--- config.mk ---
export PLATFORM = sky130hd
export DESIGN_NAME = display_flip_ctrl
export DESIGN_NICKNAME = d
export VERILOG_FILES = /design/src/rtl/display_flip_ctrl.sv
export SDC_FILE = /design/constraint.sdc
export NUM_CORES = 1
export LEC_CHECK = 0
export CORE_ASPECT_RATIO = 1.25
export CORE_MARGIN = 5
export CORE_UTILIZATION = 40
export DETAILED_ROUTE_END_ITERATION = 10
export PLACE_DENSITY = 0.75
export SLEW_MARGIN = 20
export SYNTH_ARGS = -nofsm -noshare
export SYNTH_HDL_FRONTEND = slang
export SYNTH_SLANG_ARGS = --single-unit
--- constraint.sdc ---
create_clock -name clk -period 1.9 [get_ports clk]
set_input_delay 0.285 -clock clk [delete_from_list [all_inputs] [get_ports clk]]
set_output_delay 0.285 -clock clk [all_outputs]
set_load 0.03 [all_outputs]
--- src/rtl/display_flip_ctrl.sv ---
`default_nettype none
// ============================================================================
// Module   : display_flip_ctrl
// Brief    : Double-buffer flip scheduler. Brings the display up on the first
//            vertical blank, acknowledges every VBLANK through the CLRVBLNK
//            handshake, and swaps DISPADDR between two frame buffers on
//            renderer request. Swaps happen only inside a blanking interval.
// Ports    : clk, rst (sync, active-low)
//            enable    - display should be on (sampled at VBLANK only)
//            VBLANK    - sticky blank flag from display IP
//            flip_req  - single-cycle swap request from the renderer
//            CLRVBLNK  - VBLANK clear request to display IP
//            DISPADDR  - current front-buffer word address
//            DISPON    - display enable
//            flip_ack  - one-cycle pulse when a swap is performed
//            back_addr - buffer the renderer may draw into
//            front_sel - 0 = FB0 displayed, 1 = FB1 displayed
//            frame_cnt - VBLANKs serviced since reset (wrapping)
//            clr_err   - sticky CLRVBLNK timeout flag
//            state     - FSM state, for debug
// Revision : 1.0 - initial release
// ============================================================================
module display_flip_ctrl #(
  parameter logic [29:0] FB0_ADDR    = 30'h1085557C,
  parameter logic [29:0] FB1_ADDR    = 30'h10426240,
  parameter logic [15:0] CLR_TIMEOUT = 16'd1023
) (
  input  logic        clk,
  input  logic        rst,
  input  logic        enable,
  input  logic        VBLANK,
  input  logic        flip_req,
  output logic        CLRVBLNK,
  output logic [29:0] DISPADDR,
  output logic        DISPON,
  output logic        flip_ack,
  output logic [29:0] back_addr,
  output logic        front_sel,
  output logic [15:0] frame_cnt,
  output logic        clr_err,
  output logic [2:0]  state
);

  typedef enum logic [2:0] {
    S_RST  = 3'd0,
    S_WAIT = 3'd1,
    S_CLR  = 3'd2,
    S_SHOW = 3'd3
  } state_t;

  state_t      r_state;
  logic        r_clr;
  logic [29:0] r_dispaddr;
  logic        r_dispon;
  logic        r_flip_ack;
  logic [29:0] r_back_addr;
  logic        r_front_sel;
  logic [15:0] r_frame_cnt;
  logic        r_clr_err;
  logic        r_pending;
  logic [15:0] r_clr_cnt;
  // A timeout exit leaves VBLANK still high; this flag blocks that same
  // assertion from being serviced again until VBLANK is seen low.
  logic        r_vb_armed;

  logic        w_vb_new;
  logic        w_flip;
  logic        w_swap;
  logic [29:0] w_front_addr;
  logic [29:0] w_other_addr;

  assign w_vb_new     = VBLANK & r_vb_armed;
  assign w_flip       = r_pending | flip_req;
  assign w_front_addr = r_front_sel ? FB1_ADDR : FB0_ADDR;
  assign w_other_addr = r_front_sel ? FB0_ADDR : FB1_ADDR;
  // A swap consumes the request; it can occur from S_SHOW, or from S_WAIT when
  // the display is being re-enabled with a request still outstanding.
  assign w_swap       = w_vb_new & enable & w_flip &
                        ((r_state == S_WAIT) | (r_state == S_SHOW));

  always_ff @(posedge clk) begin
    if (!rst) begin
      r_state     <= S_RST;
      r_clr       <= 1'b1;
      r_dispaddr  <= 30'd0;
      r_dispon    <= 1'b0;
      r_flip_ack  <= 1'b0;
      r_back_addr <= FB1_ADDR;
      r_front_sel <= 1'b0;
      r_frame_cnt <= 16'd0;
      r_clr_err   <= 1'b0;
      r_pending   <= 1'b0;
      r_clr_cnt   <= 16'd0;
      r_vb_armed  <= 1'b1;
    end else begin
      r_flip_ack <= 1'b0;
      if (!VBLANK) begin
        r_vb_armed <= 1'b1;
      end

      // Request capture: anything not consumed by a swap this cycle is held.
      if (r_state != S_RST) begin
        if (w_swap) begin
          r_pending <= 1'b0;
        end else if (flip_req) begin
          r_pending <= 1'b1;
        end
      end

      if (w_swap) begin
        r_front_sel <= ~r_front_sel;
        r_dispaddr  <= w_other_addr;
        r_back_addr <= w_front_addr;
        r_flip_ack  <= 1'b1;
      end

      case (r_state)
        S_RST: begin
          r_clr   <= 1'b0;
          r_state <= S_WAIT;
        end

        S_WAIT: begin
          if (w_vb_new) begin
            r_clr       <= 1'b1;
            r_frame_cnt <= r_frame_cnt + 16'd1;
            r_clr_cnt   <= 16'd0;
            r_state     <= S_CLR;
            if (enable) begin
              r_dispon <= 1'b1;
              if (!w_flip) begin
                r_dispaddr <= w_front_addr;
              end
            end
          end
        end

        S_CLR: begin
          if (!VBLANK) begin
            r_clr   <= 1'b0;
            r_state <= r_dispon ? S_SHOW : S_WAIT;
          end else if (r_clr_cnt == CLR_TIMEOUT - 16'd1) begin
            r_clr_err  <= 1'b1;
            r_clr      <= 1'b0;
            r_vb_armed <= 1'b0;
            r_state    <= r_dispon ? S_SHOW : S_WAIT;
          end else begin
            r_clr_cnt <= r_clr_cnt + 16'd1;
          end
        end

        S_SHOW: begin
          if (w_vb_new) begin
            r_clr       <= 1'b1;
            r_frame_cnt <= r_frame_cnt + 16'd1;
            r_clr_cnt   <= 16'd0;
            r_state     <= S_CLR;
            if (!enable) begin
              r_dispon <= 1'b0;
            end
          end
        end

        default: begin
          r_state <= S_RST;
        end
      endcase
    end
  end

  assign CLRVBLNK  = r_clr;
  assign DISPADDR  = r_dispaddr;
  assign DISPON    = r_dispon;
  assign flip_ack  = r_flip_ack;
  assign back_addr = r_back_addr;
  assign front_sel = r_front_sel;
  assign frame_cnt = r_frame_cnt;
  assign clr_err   = r_clr_err;
  assign state     = r_state;

endmodule
`default_nettype wire

Yosys cells after proc, flatten, opt, wreduce, memory -nomap -nowiden
Cells that the tools add are included.
- output and inout bits: 84
- input bits: 5
- logic and storage cells: 79
- register bits: 102
- reductions and logical operators: 14
- add/subtract/negate cells: 2
- multiplexer cells: 32
- bitwise logic cells: 7
- eq/ne operators: 12
- operators with widths (operator ; number):
    2-to-1 mux 30 bit ; 5
    2-to-1 mux 16 bit ; 3
    2-to-1 mux 24 bit ; 2
    adder 16 x 1 -> 16 bit, second input constant ; 2
    one-hot mux 16 bit (2 select lines) ; 1
    == test 16 x 10 -> 1 bit, second input constant ; 1
    2-to-1 mux 1 bit ; 14
    inequality test 2 bit, second input constant ; 6
    2-to-1 mux 3 bit ; 3
    one-hot mux 3 bit (3 select lines) ; 1
    == test 3 x 2 -> 1 bit, second input constant ; 2
    AND reduction 2 bit ; 3
    AND reduction 3 bit ; 2
    nonzero test 2 bit ; 3
    nonzero test 3 bit ; 2
    AND reduction 5 bit ; 1
    bitwise AND 1 bit ; 4
    AND reduction 4 bit ; 1
    == test 3 x 1 -> 1 bit, second input constant ; 1
    logical NOT 3 bit ; 1
    inequality test 3 bit, second input constant ; 1
    one-hot mux 1 bit (3 select lines) ; 1
    2-to-1 mux 2 bit ; 1
    inequality test 2 x 1 -> 1 bit, second input constant ; 1
    4 further kinds ; 5

Logic depth before layout (Yosys ltp)
- depth in word-level cells: 9
- gate-level depth with buffers: 8
- depth with buffers taken out: 6

Worst setup path before layout
OpenSTA, ideal clock, no wires.
- path kind: reg2reg
- from: register r_clr_cnt[0]
- to: register r_clr_cnt[1]
- arrival time: 1825 ps
- stages on the path, launching flop included: 9
- buffers on the path: 2
- clock period less this slack: 1912 ps
- setup slack: -12 ps
- cell sequence: dfxtp_1 > inv_1 > ha_1 > or4b_4 > o41ai_4 > buf_6 > buf_8 > nand4_1 > o31ai_1
- cells in the longest elaborated chain, start to end: 4
- elaborated cells on any way between the ends: 7
- classes of those cells: add/sub (1); eq/ne (2); mux (3); reduce/logical (1)
- RTL lines (element ; line ; text):
    start, declared ; 61 ; logic [15:0] r_clr_cnt;
    start signal, assigned ; 148 ; r_clr_cnt <= r_clr_cnt + 16'd1;
    adder 16 x 1 -> 16 bit ; 148 ;
    2-to-1 mux 16 bit ; 142 ; end else if (r_clr_cnt == CLR_TIMEOUT - 16'd1) begin
    2-to-1 mux 16 bit ; 139 ; if (!VBLANK) begin
    one-hot mux 16 bit (2 select lines) ; 117 ; case (r_state)
Parallel ways exist; a longest one is shown, timed or not. The select of a mux whose other input is x is not followed.
A chain may end at the register's enable or synchronous reset.

Worst setup path after layout
- from: register r_clr_cnt[0]
- to: register r_clr_cnt[3]
Same word-level chain as after synthesis.

==> impl_metrics.json <==
{
  "status": "complete, no violations",
  "crit_path_cell_trace": "inv_2 > ha_4 > or4b_4 > buf_4 > o41ai_4 > buf_12 > o21ai_0 > a21oi_1",
  "ys_ff_latch": 72,
  "dp_hpwl_um": 5688,
  "cp-start-kind": "register",
  "drv_slew": 0,
  "crit_slowest_cell": "or4b_4",
  "vias_per_cell": 5.258,
  "yosysTopAreaCell": "dfxtp_1",
  "io_pins": 89,
  "cts_sinks": 72,
  "min_path_cells": 2,
  "routedWlPerCell_um": 14.30,
  "area_delta_synth_final_pct": 34.25,
  "grt_overflow": 0,
  "worst_ep_required_time_ns": 2.18,
  "place_congestion": 0.9331,
  "cp_top_family": "compound AO/OA/AOI/OAI gates",
  "antennaDiodeCount": 0,
  "drt_first_iter_violations": 151,
  "layout_min_cycle_time_ns": 1.877,
  "clk_pin_slew_ns": 0.08,
  "drive_above_1_share_pct": 14.60,
  "grt_use_total_pct": 16.72,
  "fp.dieW_um": 89.68,
  "syn_area_um2": 3174,
  "rows": 36,
  "routed-via-count": 2876,
  "leakage_nw": 1.758,
  "drt-pass1-iter-count": 4,
  "hold_viol": 0,
  "grt_util_met3_pct": 5.322,
  "crit_buf_inv": 3,
  "cts_tree": "yes",
  "reg2reg_depth": 8,
  "setup_viol": 0,
  "yosysWarnings": 0,
  "irDropWorstVdd_mv": 0.4770,
  "grt_pass1_vias": 2838,
  "hold_buffers": 0,
  "power_mw": 3.024,
  "crit_path_max_incr_delay_ns": 0.47,
  "syn_inst": 364,
  "end_kind": "register",
  "power.density_nw_per_um2": 709.5,
  "synth-main-ff-cell": "dfxtp_1",
  "drc_errors": 0,
  "clockRootBuffer": "clkbuf_8",
  "die_area_um2": 9829,
  "synthTopCellsByArea": "dfxtp_1 (45%), buf_4 (7.1%), nand2_1 (4.4%)",
  "antenna_left": 0,
  "crit_type": "reg2reg",
  "grt_use_met1_pct": 18.00,
  "cap_viol_max_count": 0,
  "clk_path_buf_depth": 2,
  "clock_latency_ns": 0.35,
  "synth-edff-count": 0,
  "synth_top_area_share_pct": 45.41,
  "placed_cells": 528,
  "grt_max_degree": 24,
  "hold_class": "reg2reg",
  "synthArstFlopShare_pct": 0,
  "start_util_pct": 40.74,
  "grt_pass1_wl_um": 12830,
  "nets": 455,
  "skew_ns": 0.005826,
  "use_met2_pct": 28.50,
  "cts_buffers": 9,
  "synth_cell_type_count": 39,
  "crit_arrival_ns": 2.16,
  "drt-total-wl_um": 7821,
  "crit_fanout": 22,
  "top_usage_layer": "met2",
  "io_buffers": 71,
  "timing.fmax_ghz": 0.5328,
  "cp_num_cells": 8,
  "yosysSeqAreaShare_pct": 45.41,
  "avgSynthCellArea_um2": 8.721,
  "grt_antenna_before_repair": 0,
  "die_h_um": 109.6,
  "coreArea_um2": 7792,
  "h-tree-depth": 3,
  "final_cells": 547,
  "fin_crit_sh_pct": 98.78,
  "rsz0062_at_grt": "yes",
  "tns_ns": 0
}
[metrics by stage]
stage               setup slack, ns  area (um2)  util (%)  hold slack (ns)
CTS                        0.002511        4195     53.84           0.4665
global route               -0.04338        4262     54.69           0.4921
finish                      0.02318        4262     54.69           0.4631
floorplan                   0.01547        3231         -           0.3568
detailed placement          -0.1028        4003     51.36           0.4529
global placement           -0.05784        4003     51.36           0.4409
[cell usage after synthesis (4+ instances only)]
cell type / instances
a21o_1: 5
a21oi_1: 27
a31oi_1: 5
and3_1: 17
and4_1: 6
buf_4: 30
clkbuf_1: 14
dfxtp_1: 72
inv_1: 6
nand2_1: 37
nand3_1: 17
nand4_1: 10
nor2_1: 31
o21ai_0: 13
o31ai_1: 8
or3_1: 8
or4_1: 11
xnor2_1: 7
xor2_1: 4
[where the power goes]
part           internal, mW  total [mW]  switching [mW]
sequential             1.54        1.56          0.0232
clock                 0.511        1.11           0.599
combinational         0.128       0.355           0.227
total                  2.17        3.02           0.849
[cells by family (layout without fill, tap and decap cells)]
kind of cell,Yosys count,in the layout,synth area share [%]
multiplexers,4,4,1.301
flip-flops,72,72,45.41
adder cells (fa/ha/maj),3,3,1.183
AND/OR/NAND/NOR,149,149,24.48
XOR/XNOR,11,11,3.035
buffers and inverters,53,126,10.41
AO/OA/AOI/OAI,70,70,13.95
other,2,17,0.2366
[layout make-up]
cell class,instances,area (um2)
fill,710,3531
multi-input combinational,254,1488
sequential,72,1444
timing repair buffer,104,1007
clock buffer,10,137.6
tap,95,118.9
clock inverter,6,43.79
inverter,6,22.52
[cells in the final DEF (no fill, tap or decap), types with 9 or more instances in the layout]
| cell type | netlist | routed |
|---|---|---|
| or4_1 | 11 | 9 |
| a21oi_1 | 27 | 27 |
| dlymetal6s2s_1 | 0 | 9 |
| clkbuf_8 | 0 | 10 |
| nand2_1 | 37 | 37 |
| o21ai_0 | 13 | 13 |
| buf_4 | 30 | 28 |
| nand4_1 | 10 | 10 |
| clkdlybuf4s50_1 | 0 | 59 |
| nand3_1 | 17 | 17 |
| dfxtp_1 | 72 | 70 |
| and3_1 | 17 | 17 |
| conb_1 | 2 | 17 |
| nor2_1 | 31 | 31 |
[tightest hold or removal path, stage by stage, from the launching register on]
cell,delay (ns)
dfxtp_1,0.32
nand2_1,0.05
a21oi_1,0.05
[routing by layer]
metal	share of wire [%]	wire, um
met1	39	3074
met2	49	3828
met3	9.0	701
met4	2.8	217
met5	0	0
[state kept, by name (all words and copies together), names as in the netlist]
signal and cells:
r_pending 1, DISPADDR 30, state 2, clr_err 1, CLRVBLNK 1, r_vb_armed 1, DISPON 1, flip_ack 1
frame_cnt 16, back_addr 2, r_clr_cnt 16
[final timing paths]
path	from	endpoint	slack [ns]
max	r_clr_cnt[0]	r_clr_cnt[3]	0.02
min	DISPADDR[16]	DISPADDR[16]	0.46
max reg2reg	r_clr_cnt[0]	r_clr_cnt[3]	0.02
min reg2reg	DISPADDR[16]	DISPADDR[16]	0.46
[what timing repair did]
action	CTS	global route
pin swaps	0	4
buffers inserted	1	1
resized for setup	5	19
endpoints found under the setup margin	12	16
cloned	0	1
No activity file was read; power rests on OpenSTA's default activity.
